`src/rtl/btn_pulse_gen_pkg.sv`:
```
// Shared state encoding and default parameters for the button pulse generator.
// No logic; imported by btn_pulse_gen and its bench.
// Values here are the defaults used when the top is instantiated without overrides.
package btn_pulse_gen_pkg;

    typedef enum logic [1:0] {
        ST_IDLE      = 2'd0,
        ST_PRESS_CHK = 2'd1,
        ST_HELD      = 2'd2,
        ST_REL_CHK   = 2'd3
    } state_t;

    localparam int DEF_DEBOUNCE_CYCLES = 4;
    localparam int DEF_CNT_W           = 8;
    localparam int DEF_REPEAT_DELAY    = 8;
    localparam int DEF_REPEAT_PERIOD   = 4;

endpackage

```
`src/rtl/btn_pulse_gen_sync2.sv`:
```
// Two-flop synchronizer for a single asynchronous bit.
// Latency: 2 clk edges from d to q.
// Backpressure: none; q simply follows d.
module btn_pulse_gen_sync2 (
    input  logic clk,
    input  logic reset,
    input  logic d,
    output logic q
);

    logic s1;

    always_ff @(posedge clk) begin
        if (!reset) begin
            s1 <= 1'b0;
            q  <= 1'b0;
        end else begin
            s1 <= d;
            q  <= s1;
        end
    end

endmodule

```
`src/rtl/btn_pulse_gen.sv`:
```
// Debounces a raw button into a one-cycle count pulse plus a clean level; BTN_PULSE_GEN_AUTO_REPEAT_EN adds hold-to-repeat.
// Latency: pulse/level rise DEBOUNCE_CYCLES+3 edges after btn_in is first sampled high; level falls likewise on release.
// Backpressure: none; pulse is a fire-and-forget strobe for the downstream counter.
module btn_pulse_gen
    import btn_pulse_gen_pkg::*;
#(
    parameter int DEBOUNCE_CYCLES = DEF_DEBOUNCE_CYCLES,
    parameter int CNT_W           = DEF_CNT_W
`ifdef BTN_PULSE_GEN_AUTO_REPEAT_EN
    ,
    parameter int REPEAT_DELAY    = DEF_REPEAT_DELAY,
    parameter int REPEAT_PERIOD   = DEF_REPEAT_PERIOD
`endif
) (
    input  logic clk,
    input  logic reset,
    input  logic btn_in,
    output logic pulse,
    output logic level
);

    localparam logic [CNT_W-1:0] DEB_LAST = CNT_W'(DEBOUNCE_CYCLES - 1);

    state_t           state_q, state_d;
    logic [CNT_W-1:0] deb_cnt_q, deb_cnt_d;
    logic             pulse_d, level_d;
    logic             s2;

    btn_pulse_gen_sync2 u_sync (
        .clk   (clk),
        .reset (reset),
        .d     (btn_in),
        .q     (s2)
    );

`ifdef BTN_PULSE_GEN_AUTO_REPEAT_EN
    // After each repeat the counter is rewound so the next one lands
    // REPEAT_PERIOD cycles later; this needs REPEAT_PERIOD <= REPEAT_DELAY.
    localparam logic [CNT_W-1:0] REP_LAST   = CNT_W'(REPEAT_DELAY - 1);
    localparam logic [CNT_W-1:0] REP_RELOAD = CNT_W'(REPEAT_DELAY - REPEAT_PERIOD);

    logic [CNT_W-1:0] rep_cnt_q, rep_cnt_d;

    always_ff @(posedge clk) begin
        if (!reset) rep_cnt_q <= '0;
        else        rep_cnt_q <= rep_cnt_d;
    end
`endif

    always_ff @(posedge clk) begin
        if (!reset) begin
            state_q   <= ST_IDLE;
            deb_cnt_q <= '0;
            pulse     <= 1'b0;
            level     <= 1'b0;
        end else begin
            state_q   <= state_d;
            deb_cnt_q <= deb_cnt_d;
            pulse     <= pulse_d;
            level     <= level_d;
        end
    end

    always_comb begin
        state_d   = state_q;
        deb_cnt_d = deb_cnt_q;
        pulse_d   = 1'b0;
        level_d   = level;
`ifdef BTN_PULSE_GEN_AUTO_REPEAT_EN
        // Zero outside HELD, so the delay restarts on every HELD entry.
        rep_cnt_d = '0;
`endif
        case (state_q)
            ST_IDLE: begin
                if (s2) begin
                    state_d   = ST_PRESS_CHK;
                    deb_cnt_d = '0;
                end
            end
            ST_PRESS_CHK: begin
                if (!s2) begin
                    state_d = ST_IDLE;
                end else if (deb_cnt_q == DEB_LAST) begin
                    state_d = ST_HELD;
                    pulse_d = 1'b1;
                    level_d = 1'b1;
                end else begin
                    deb_cnt_d = deb_cnt_q + 1'b1;
                end
            end
            ST_HELD: begin
                if (!s2) begin
                    state_d   = ST_REL_CHK;
                    deb_cnt_d = '0;
                end
`ifdef BTN_PULSE_GEN_AUTO_REPEAT_EN
                else if (rep_cnt_q == REP_LAST) begin
                    pulse_d   = 1'b1;
                    rep_cnt_d = REP_RELOAD;
                end else begin
                    rep_cnt_d = rep_cnt_q + 1'b1;
                end
`endif
            end
            ST_REL_CHK: begin
                if (s2) begin
                    state_d = ST_HELD;
                end else if (deb_cnt_q == DEB_LAST) begin
                    state_d = ST_IDLE;
                    level_d = 1'b0;
                end else begin
                    deb_cnt_d = deb_cnt_q + 1'b1;
                end
            end
            default: state_d = ST_IDLE;
        endcase
    end

endmodule

```
`config.mk`:
```
export PLATFORM = sky130hd
export DESIGN_NAME = btn_pulse_gen
export DESIGN_NICKNAME = d
export VERILOG_FILES = /design/src/rtl/btn_pulse_gen_pkg.sv /design/src/rtl/btn_pulse_gen_sync2.sv /design/src/rtl/btn_pulse_gen.sv
export SDC_FILE = /design/constraint.sdc
export NUM_CORES = 1
export LEC_CHECK = 0
export ABC_AREA = 1
export CORE_UTILIZATION = 48
export CTS_CLUSTER_SIZE = 20
export DETAILED_ROUTE_END_ITERATION = 7
export PLACE_DENSITY = 0.79
export SLEW_MARGIN = 10
export SYNTH_ARGS = -nofsm -noshare
export SYNTH_HDL_FRONTEND = slang
export SYNTH_SLANG_ARGS = --single-unit
```
`constraint.sdc`:
```
create_clock -name clk -period 1.25 [get_ports clk]
set_input_delay 0.25 -clock clk [delete_from_list [all_inputs] [get_ports clk]]
set_output_delay 0.25 -clock clk [all_outputs]
set_load 0.05 [all_outputs]
```
After elaboration in Yosys (flattened, before gate mapping)

Cells that the tools add are included.

Register bits after elaboration: 14
Input port bits: 3
Output and inout port bits: 2
Word-level logic and storage cells: 44

Add/sub/neg operators: 1
Equality and inequality tests: 12
Multiplexer cells: 19
Reductions and logical operators: 6

Operator list:

| operator                                            | number |
|---|---|
| 2-to-1 mux 8 bit                                    | 5 |
| case mux 8 bit (4 select lines)                     | 1 |
| 2-to-1 mux 2 bit                                    | 6 |
| adder 8 x 1 -> 8 bit, second input constant         | 1 |
| equality test 8 x 2 -> 1 bit, second input constant | 1 |
| != test 2 bit, second input constant                | 4 |
| case mux 2 bit (4 select lines)                     | 1 |
| AND reduction 4 bit                                 | 2 |
| 2-to-1 mux 1 bit                                    | 5 |
| AND reduction 5 bit                                 | 1 |
| equality test 2 bit, second input constant          | 2 |
| != test 2 x 1 -> 1 bit, second input constant       | 2 |
| != test 3 x 2 -> 1 bit, second input constant       | 1 |
| != test 3 bit, second input constant                | 1 |
| AND reduction 3 bit                                 | 1 |
| equality test 2 x 1 -> 1 bit, second input constant | 1 |
| zero test 2 bit                                     | 1 |
| case mux 1 bit (2 select lines)                     | 1 |
| nonzero test 2 bit                                  | 1 |

Logic depth before layout (Yosys ltp)

Gate-level depths: netlist of the first run.

Depth after elaboration: 4
Depth in mapped cells: 7
Depth with buffers taken out: 7

Cells and area by module

Synthesis of the first run repeated with hierarchy kept, for this count alone.

Cell total of the unflattened synthesis: 94
Area, all modules: 654.4 um2

By module, submodules not included:

| module              | times used | cells an instance | area each (um2) | seq. area each (um2) |
|---|---|---|---|---|
| btn_pulse_gen       | 1          | 88                | 599.3           | 240.2 |
| btn_pulse_gen_sync2 | 1          | 6                 | 55.1            | 40.0 |

Worst setup path before layout of the first run

Ideal clock, no wire load.

Path kind: flip-flop to flip-flop
Start point: reg deb_cnt_q[1]
End point: reg deb_cnt_q[5]
Library setup time: 0.066 ns
Arrival time: 1.120 ns
Required time: 1.184 ns
Path slack: 0.063 ns
Cell stages (with the launch flop): 8
Path buffers: 0
Period minus slack after synthesis: 1.187 ns
Cell sequence: dfxtp_1 > ha_1 > nand2_1 > nor2_4 > nand2_4 > nand2_8 > nand2_1 > a21oi_2

Word-level cells in the longest chain between the ends: 4
Elaborated cells between the ends (all ways): 6
Those cells by class: add/sub: 1; eq/ne: 1; mux: 4

Ends and longest elaborated chain:

| what                                                                 | RTL line                                  | RTL |
|---|---|---|
| start, declared                                                      | btn_pulse_gen.sv:25                       | `logic [CNT_W-1:0] deb_cnt_q, deb_cnt_d;` |
| start signal, assigned                                               | btn_pulse_gen.sv:58                       | `deb_cnt_q <= deb_cnt_d;` |
| adder 8 x 1 -> 8 bit or equality test 8 x 2 -> 1 bit (tied branches) | -                                         |  |
| 2-to-1 mux 8 bit (*)                                                 | btn_pulse_gen.sv:83, btn_pulse_gen.sv:108 |  |
| 2-to-1 mux 8 bit (on tied branches)                                  | btn_pulse_gen.sv:106, btn_pulse_gen.sv:81 |  |
| case mux 8 bit (4 select lines) (*)                                  | btn_pulse_gen.sv:73                       | `case (state_q)` |

Every way passes the cells marked *; elsewhere a longest branch is shown, timed or not. The select of a mux whose other input is x is not followed.
A chain may end at the register's enable or synchronous reset.

Final worst setup path of the first run

Start point: reg deb_cnt_q[1]
End point: reg deb_cnt_q[3]

The elaborated chain is that of the path after synthesis.

==> flow_metrics.py, run 1 <==
metrics = {
    "setup_path": {
        "crit_family": "simple AND/OR/NAND/NOR gates",
        "timing.critical_path.arrival_ns": 1.43,
        "slowest_delay_ns": 0.36,
        "crit_path_end_kind": "flip-flop",
        "rr_worst_depth": 7,
        "cp.depth": 7,
        "r2r_setup_slack_ns": 0.03,
        "crit_chain": "ha_4, nand2_4, nor2_4, nand2_4, nand2_8, nand2_1, a21oi_2",
        "worstPathRequired_ns": 1.46,
        "critical_path_class": "reg -> reg",
        "cp-start-kind": "flip-flop",
        "path_buf_inv": 0,
        "cp_max_fo": 5,
        "crit_top_cell": "nand2_4",
        "slowest_stage": "dfxtp_2",
    },
    "yosys": {
        "yosys_warnings": 0,
        "ys_types": 18,
        "synthFlopType": "dfxtp_1",
        "yosys-top-cells-area": "dfxtp_1, nand2_1, nor2_1, nand3_1, inv_1",
        "synth_nets": 97,
        "async_reset_ff_frac": 0,
        "synth_seq_area_share": 0.4156,
        "ys_top_cells_by_count": "nand2_1, dfxtp_1, nor2_1",
        "synthCells": 93,
        "yosysMostFrequentCell": "nand2_1",
        "netlist_area_sq_um": 674.4,
        "yosys.area.top_type": "dfxtp_1",
        "synth_top_area_frac": 0.4156,
        "avgSynthCellArea_sq_um": 7.252,
        "synth_edf_count": 0,
        "synth-seq-cells": 14,
    },
    "drt": {
        "vias": 659,
        "drtAntennaViolNets": 0,
        "wl_per_cell_um": 11.34,
        "drc": 0,
        "drt-total-wl_um": 1395,
        "first_pass_iters": 4,
        "via_per_inst": 5.358,
        "drt_iter0_markers": 19,
    },
    "die": {
        "die_h_um": 39.49,
        "rows": 13,
        "design.portCount": 5,
        "start_util": 0.5183,
        "die_area_sq_mm": 0.001559,
        "core-area_sq_mm": 0.001301,
        "die_w_um": 39.49,
    },
    "clocking": {
        "cts_hold_buf": 0,
        "cts-root-buf": "clkbuf_4",
        "cts_tree": "yes",
        "cts.htree.levels": 1,
        "clkTransAtPathRegs_ns": 0.08,
        "clk_latency_ns": 0.28,
        "cts_setup_buffers": 0,
        "cts.sinks": 14,
        "clock_path_buffers": 2,
        "cts_buffers": 3,
    },
    "timing": {
        "finalHoldViolations": 0,
        "max_freq_ghz": 0.8213,
        "slew_headroom": 0.7947,
        "maxSlewViolCount": 0,
        "fin_crit_ns": 1.218,
        "skew_ns": 0.0006001,
        "worstMarginPinSlew_ns": 0.3070,
        "tns_ns": 0,
        "hold_ws_ns": 0.4106,
        "post-route-period-util": 0.9741,
        "setup_viol": 0,
        "rsz0062_at_grt": "true",
    },
    "final_layout": {
        "multiInputGateArea_sq_um": 410.4,
        "antenna_cells": 0,
        "layout-drive-gt1-share": 0.3333,
        "n_fill_cell": 107,
        "register_area_sq_um": 287.8,
        "final_nets": 113,
        "area_growth_pct": 33.40,
    },
    "global_route": {
        "grt_max_degree": 10,
        "gr-total-overflow": 0,
        "grt_pass1_wl_um": 2042,
        "grt_usage": 0.2054,
        "antenna_found_initial": 0,
        "first_global_vias": 507,
    },
    "outcome": {
        "status": "completed",
    },
    "placed_design": {
        "post-dp-hpwl_um": 960.6,
        "port_buffers": 4,
        "place.gp.congestion": 0.8735,
    },
    "pwr": {
        "power-per-cell-area_mw_per_mm2": 898.9,
        "leakage_nw": 0.3404,
        "power_w": 0.0008086,
        "ir_worst_vdd_mv": 0.6998,
    },
    "worst_hold_path": {
        "hold_class": "reg -> reg",
        "worstHoldPathCells": 2,
    },
    "run": {
        "drv_cap": 0,
    },
}
## logic make-up (layout without fill, tap and decap cells)
group | count (synthesis) | after routing | share of synthesized area
adder cells (fa/ha/maj) | 1 | 1 | 0.01855
AND/OR/NAND/NOR | 53 | 54 | 0.3766
buffers and inverters | 10 | 24 | 0.05565
AO/OA/AOI/OAI | 15 | 15 | 0.1336
flip-flops | 14 | 14 | 0.4156
## metrics by stage
stage	cell area [sq um]	utilization	setup slack [ns]	cells
CTS	845.8	0.6500	0.005263	122
finish	899.6	0.6913	0.03240	123
global placement	802.0	0.6163	-0.03235	118
global route	899.6	0.6913	-0.04583	123
detailed placement	802.0	0.6163	-0.08330	118
floorplan	674.4	-	0.06327	93
## timing repair
action,in CTS,in global routing
hold endpoints to repair,0,0
gates cloned,0,1
setup endpoints to repair,8,9
resized for setup,4,14
pin swaps,2,5
## power by group
group	leakage (nW)	switching, W	total, W	internal [W]
registers	0.116	0.00000312	0.000453	0.000450
clock network	0.0210	0.000145	0.000322	0.000177
logic	0.203	0.0000186	0.0000335	0.0000148
## state kept, by name, summed over array words and instances, names as in the netlist, named ones only
name and cells:
pulse 1, deb_cnt_q 8, level 1, u_sync.q 1, u_sync.s1 1, state_q 1
## placed cells by master (no fill, tap or decap), types with 2 or more instances in the layout
cell             count
nor3_1               2
nand2_2              2
nor2_2               2
nand2_1             23
buf_12               2
dfxtp_2              6
nand2_4              3
dfxtp_1              8
nand3_1              6
inv_1                9
a21oi_2              5
nor2_1              10
clkdlybuf4s50_1      2
nor2_4               2
buf_4                7
o21ai_0              4
clkbuf_4             3
a21oi_1              3
## worst register-to-register path: stages, from the launching register on
cell     delay [ns]
dfxtp_2        0.36
ha_4           0.16
nand2_4        0.06
nor2_4         0.18
nand2_4        0.12
nand2_8        0.10
nand2_1        0.06
a21oi_2        0.11
## metal layers
metal | wire length (um) | GRT usage
met1 | 611 | 0.2440
met2 | 665 | 0.3238
met5 | 0 | 0
met3 | 78 | 0.05114
met4 | 40 | 0.1293
## area by class of cell
cell class              instances  area share
clock buffers                   4     0.04033
inverters                       9     0.03755
multi-input cells              70      0.4562
flip-flops and latches         14      0.3199
well taps                      15     0.02086
repair buffers                 11      0.1252
## worst paths after layout
kind | start | endpoint
setup / recovery | deb_cnt_q[1] | deb_cnt_q[3]
hold / removal | u_sync.s1 | u_sync.q
setup reg to reg | deb_cnt_q[1] | deb_cnt_q[3]
hold reg to reg | u_sync.s1 | u_sync.q
(Power assumes the default switching activity.)
==> run 2: changes to the inputs <==
- CORE_UTILIZATION: 48 -> 52
- DONT_BUFFER_PORTS: default -> 1
==> flow_metrics.py, run 2 (synthesized netlist as in run 1, its figures left out) <==
metrics = {
    "drt": {
        "wl_met2_um": 673,
        "maxUsedRoutingLayer": "met4",
        "first_pass_iters": 4,
        "drc": 0,
        "via_per_inst": 5.275,
        "vias": 633,
        "drt_iter0_markers": 25,
        "wl_per_cell_um": 12.27,
        "drtAntennaViolNets": 0,
        "drt-total-wl_um": 1472,
        "wl_met3_um": 73,
        "wl_met1_um": 701,
    },
    "outcome": {
        "status": "finished with violations",
        "violations": "setup timing",
    },
    "setup_path": {
        "crit_family": "simple AND/OR/NAND/NOR gates",
        "crit_top_cell": "nand2_4",
        "crit_chain": "ha_4, nand2_4, nor2_4, nand2_4, nand2_8, nand2_2, a21oi_2",
        "crit_path_end_kind": "flip-flop",
        "critical_path_class": "reg -> reg",
        "path_buf_inv": 0,
        "timing.critical_path.arrival_ns": 1.48,
        "slowest_delay_ns": 0.36,
        "cp_max_fo": 5,
        "cp-start-kind": "flip-flop",
        "slowest_stage": "dfxtp_2",
        "worstPathRequired_ns": 1.48,
    },
    "final_layout": {
        "largest_reg_flops": 8,
        "largest-register": "deb_cnt_q",
        "register_area_sq_um": 284.0,
        "final_common_cell": "nand2_1",
        "layout-drive-gt1-share": 0.3113,
        "layout_common_cells": "nand2_1, dfxtp_1, inv_1, nor2_1, buf_4",
        "antenna_cells": 0,
        "final_nets": 111,
        "fin_area_sq_um": 847.1,
        "multiInputGateArea_sq_um": 407.9,
        "n_fill_cell": 80,
        "area_growth_pct": 25.60,
    },
    "die": {
        "core-area_sq_mm": 0.001156,
        "rows": 12,
        "die_w_um": 38.01,
        "start_util": 0.5833,
        "design.portCount": 5,
        "die_area_sq_mm": 0.001445,
        "die_h_um": 38.01,
    },
    "timing": {
        "finalHoldViolations": 0,
        "slew_headroom": 0.6883,
        "skew_ns": 0.003859,
        "max_freq_ghz": 0.7973,
        "worstMarginPinSlew_ns": 0.4668,
        "tns_ns": -0.004165,
        "setup_ws_ns": -0.004165,
        "setup_viol": 1,
        "maxSlewViolCount": 0,
        "fin_crit_ns": 1.254,
        "rsz0062_at_grt": "true",
        "post-route-period-util": 1.003,
    },
    "clocking": {
        "cts.sinks": 14,
        "clkTransAtPathRegs_ns": 0.09,
        "cts_buffers": 3,
        "cts_tree": "yes",
        "cts.htree.levels": 1,
        "cts-root-buf": "clkbuf_4",
        "clk_latency_ns": 0.29,
        "cts_hold_buf": 0,
        "clock_path_buffers": 2,
    },
    "placed_design": {
        "post-dp-hpwl_um": 916.8,
        "dpl_cell_area_sq_um": 740.7,
        "port_buffers": 0,
        "place.gp.congestion": 0.7406,
    },
    "pwr": {
        "power-per-cell-area_mw_per_mm2": 967.1,
        "leakage_nw": 0.3289,
        "ir_worst_vdd_mv": 0.6899,
    },
    "run": {
        "drv_cap": 0,
    },
    "global_route": {
        "first_global_vias": 510,
        "antenna_found_initial": 0,
        "grt_usage": 0.2314,
        "gr-total-overflow": 0,
        "grt_pass1_wl_um": 2228,
        "grt_max_degree": 11,
    },
    "worst_hold_path": {
        "hold_class": "in -> reg",
    },
}
-- run 2: cell count changes in the layout (fill, tap and decap cells not counted), sizes merged --
cell | previous run | this run
clkdlybuf4s50 | 2 | 0
-- run 2: metrics by stage --
stage	total power (W)	hold slack (ns)	util	cells	setup slack (ns)
finish	0.0008192	0.04951	0.7327	120	-0.004165
global route	0.0008446	0.05248	0.7327	120	-0.04853
CTS	0.0008116	0.05550	0.6764	117	0.01229
detailed placement	0.0004835	0.3517	0.6407	113	0.008717
global placement	0.0004822	0.3449	0.6407	113	0.03735
floorplan	0.0004803	0.3476	-	93	0.06327
-- run 2: area by class of cell --
class | count | share of cell area
Clock buffer | 4 | 0.04284
Tap cell | 14 | 0.02068
Timing Repair Buffer | 9 | 0.07976
Inverter | 9 | 0.03988
Sequential cell | 14 | 0.3353
Multi-Input combinational cell | 70 | 0.4815
-- run 2: per-layer routing --
metal / global-route usage / vias up
met5: 0 / -
met4: 0.1071 / 0
met3: 0.05814 / 2
met2: 0.3621 / 19
met1: 0.2978 / 287
li1: - / 325
-- run 2: timing repair --
item                       CTS  global route
gates resized for setup      4            11
setup endpoints to repair    7             8
setup buffers                0             2
gates cloned                 0             1
pin swaps                    3            10
-- run 2: where the power goes --
| group | internal (W) | switching (W) |
|---|---|---|
| Sequential | 0.000450 | 0.00000273 |
| Clock | 0.000178 | 0.000165 |
| Combinational | 0.00000762 | 0.0000160 |
| Total | 0.000635 | 0.000184 |
-- run 2: path summary, 6_finish.rpt --
check / startpoint / depth (start not counted) / slack (ns) / endpoint
min reg2reg: u_sync.s1 / 2 / 0.44 / u_sync.q
max reg2reg: deb_cnt_q[1] / 7 / -0.004 / deb_cnt_q[4]
max: deb_cnt_q[1] / 7 / -0.004 / deb_cnt_q[4]
min: reset / 2 / 0.05 / u_sync.q
==> run 3: changes to the inputs <==
- CORE_AREA: default -> 2 2 39 41
- CORE_UTILIZATION: 52 -> default
- DIE_AREA: default -> 0 0 41 43
- PLACE_DENSITY: 0.79 -> 0.75
- TNS_END_PERCENT: default -> 30
- clock period: 1.25 -> 1.35 ns (I/O delays scaled with it)
==> flow_metrics.py, run 3 (synthesized netlist as in run 1, its figures left out) <==
metrics = {
    "outcome": {
        "status": "completed",
    },
    "setup_path": {
        "cp_max_fo": 8,
        "r2r_setup_slack_ns": 0.1,
        "cp-start-kind": "flip-flop",
        "timing.critical_path.arrival_ns": 1.48,
        "timing.rr.start": "deb_cnt_q[0]",
        "rr_worst_depth": 6,
        "cp-startpoint": "deb_cnt_q[0]",
        "crit_path_end_kind": "flip-flop",
        "endpoint": "deb_cnt_q[4]",
        "critical_path_class": "reg -> reg",
        "worstPathRequired_ns": 1.57,
        "r2r-end": "deb_cnt_q[4]",
    },
    "drt": {
        "drtAntennaViolNets": 0,
        "via_per_inst": 5.193,
        "drt_iter0_markers": 19,
        "drt-total-wl_um": 1292,
        "vias": 592,
        "wl_per_cell_um": 11.33,
        "drc": 0,
        "first_pass_iters": 4,
    },
    "global_route": {
        "top_usage_layer": "met2",
        "grt_max_degree": 11,
        "first_global_vias": 545,
        "grtUsageMet3": 0.03141,
        "grt_pass1_wl_um": 2187,
        "gr-total-overflow": 0,
        "gr-usage-met1": 0.2410,
        "grt_usage": 0.1815,
        "met2_usage": 0.2750,
        "antenna_found_initial": 0,
    },
    "pwr": {
        "p_sw_frac": 0.2043,
        "pwr-share-seq": 0.569,
        "power.switching_w": 0.0001505,
        "combPwrFrac": 0.022,
        "ir_worst_vdd_mv": 0.6051,
        "leakage_nw": 0.2886,
        "clkPwrFrac": 0.408,
        "internal_power_w": 0.0005860,
        "power-per-cell-area_mw_per_mm2": 982.7,
    },
    "clocking": {
        "cts.htree.levels": 1,
        "clock_path_buffers": 2,
        "clk_latency_ns": 0.28,
        "cts_setup_buffers": 0,
        "cts_hold_buf": 0,
        "cts-root-buf": "clkbuf_4",
        "cts_buffers": 3,
        "cts_resized": 0,
        "clkTransAtPathRegs_ns": 0.08,
        "cts_tree": "yes",
        "cts.sinks": 14,
    },
    "timing": {
        "finalHoldViolations": 0,
        "setup_viol": 0,
        "post-route-period-util": 0.9291,
        "tns_ns": 0,
        "rsz0062_at_grt": "true",
        "skew_ns": 0.0005524,
        "slew_headroom": 0.6874,
        "fin_crit_ns": 1.254,
        "max_freq_ghz": 0.7973,
        "worstMarginPinSlew_ns": 0.4683,
        "maxSlewViolCount": 0,
    },
    "die": {
        "start_util": 0.4873,
        "design.portCount": 5,
        "die_w_um": 41,
        "rows": 14,
        "die_area_sq_mm": 0.001763,
        "die_h_um": 43,
        "core-area_sq_mm": 0.001384,
    },
    "placed_design": {
        "dpl_cell_area_sq_um": 705.7,
        "port_buffers": 0,
        "post-dp-hpwl_um": 983.5,
        "place.gp.congestion": 0.7980,
    },
    "final_layout": {
        "n_fill_cell": 131,
        "final_common_cell": "nand2_1",
        "fin_area_sq_um": 749.5,
        "post-route-util": 0.5416,
        "multiInputGateArea_sq_um": 361.6,
        "antenna_cells": 0,
        "largest_reg_flops": 8,
        "area_growth_pct": 11.13,
        "layout-drive-gt1-share": 0.1735,
        "register_area_sq_um": 282.8,
        "layout_common_cells": "nand2_1, dfxtp_1, nor2_1",
        "final_nets": 103,
        "largest-register": "deb_cnt_q",
    },
    "run": {
        "drv_cap": 0,
    },
    "worst_hold_path": {
        "hold_class": "in -> reg",
    },
}
[run 3: cell types whose count changed in the layout (fill, tap and decap cells not counted), sizes merged]
cell / previous run / this run
buf: 9 / 2
nand2: 29 / 28
[run 3: worst min-delay path by stage]
stage	start	endpoint	slack, ns	depth (start not counted)
2_1_floorplan	btn_in	u_sync.s1	0.37	2
3_3_place_gp	reset	u_sync.q	0.37	2
3_5_place_dp	reset	u_sync.q	0.37	2
4_1_cts	reset	u_sync.q	0.08	2
5_1_grt	reset	u_sync.q	0.11	2
6_report	reset	u_sync.q	0.09	2
[run 3: metrics by stage]
stage               instances  hold slack (ns)  power [W]  worst slack (ns)
floorplan                  93           0.3676  0.0004447            0.1633
global placement          110           0.3675  0.0004445           0.08067
detailed placement        110           0.3683  0.0004458           0.04093
CTS                       114          0.08060  0.0007440           0.01384
global route              114           0.1095  0.0007612         -0.003143
finish                    114          0.08718  0.0007365           0.09569
[run 3: worst max-delay path: stages, from the launching register on]
cell and delay, ns:
dfxtp_2 0.34, ha_1 0.23, nand2_2 0.11, nor2_4 0.06, nor2_4 0.21, o21ai_1 0.12
a21oi_2 0.14
[run 3: cell type report]
cell class              count  area share
clock buffers               4     0.04841
multi-input cells          69      0.4825
inverters                   9     0.04508
flip-flops and latches     14      0.3773
repair buffers              2     0.02003
well taps                  16     0.02671
[run 3: layer usage]
layer,part of all wire,vias up,routed length (um)
li1,-,312,-
met1,0.45,263,586
met2,0.49,15,627
met3,0.052,2,67
met4,0.0085,0,11
met5,0,-,0
[run 3: power groups by stage]
stage                     clock (W)  combinational [W]  sequential (W)
after floorplan                   0          0.0000163        0.000428
after global placement            0          0.0000157        0.000429
after detailed placement          0          0.0000166        0.000429
after CTS                  0.000308          0.0000166        0.000419
after global routing       0.000322          0.0000189        0.000420
final                      0.000301          0.0000163        0.000419
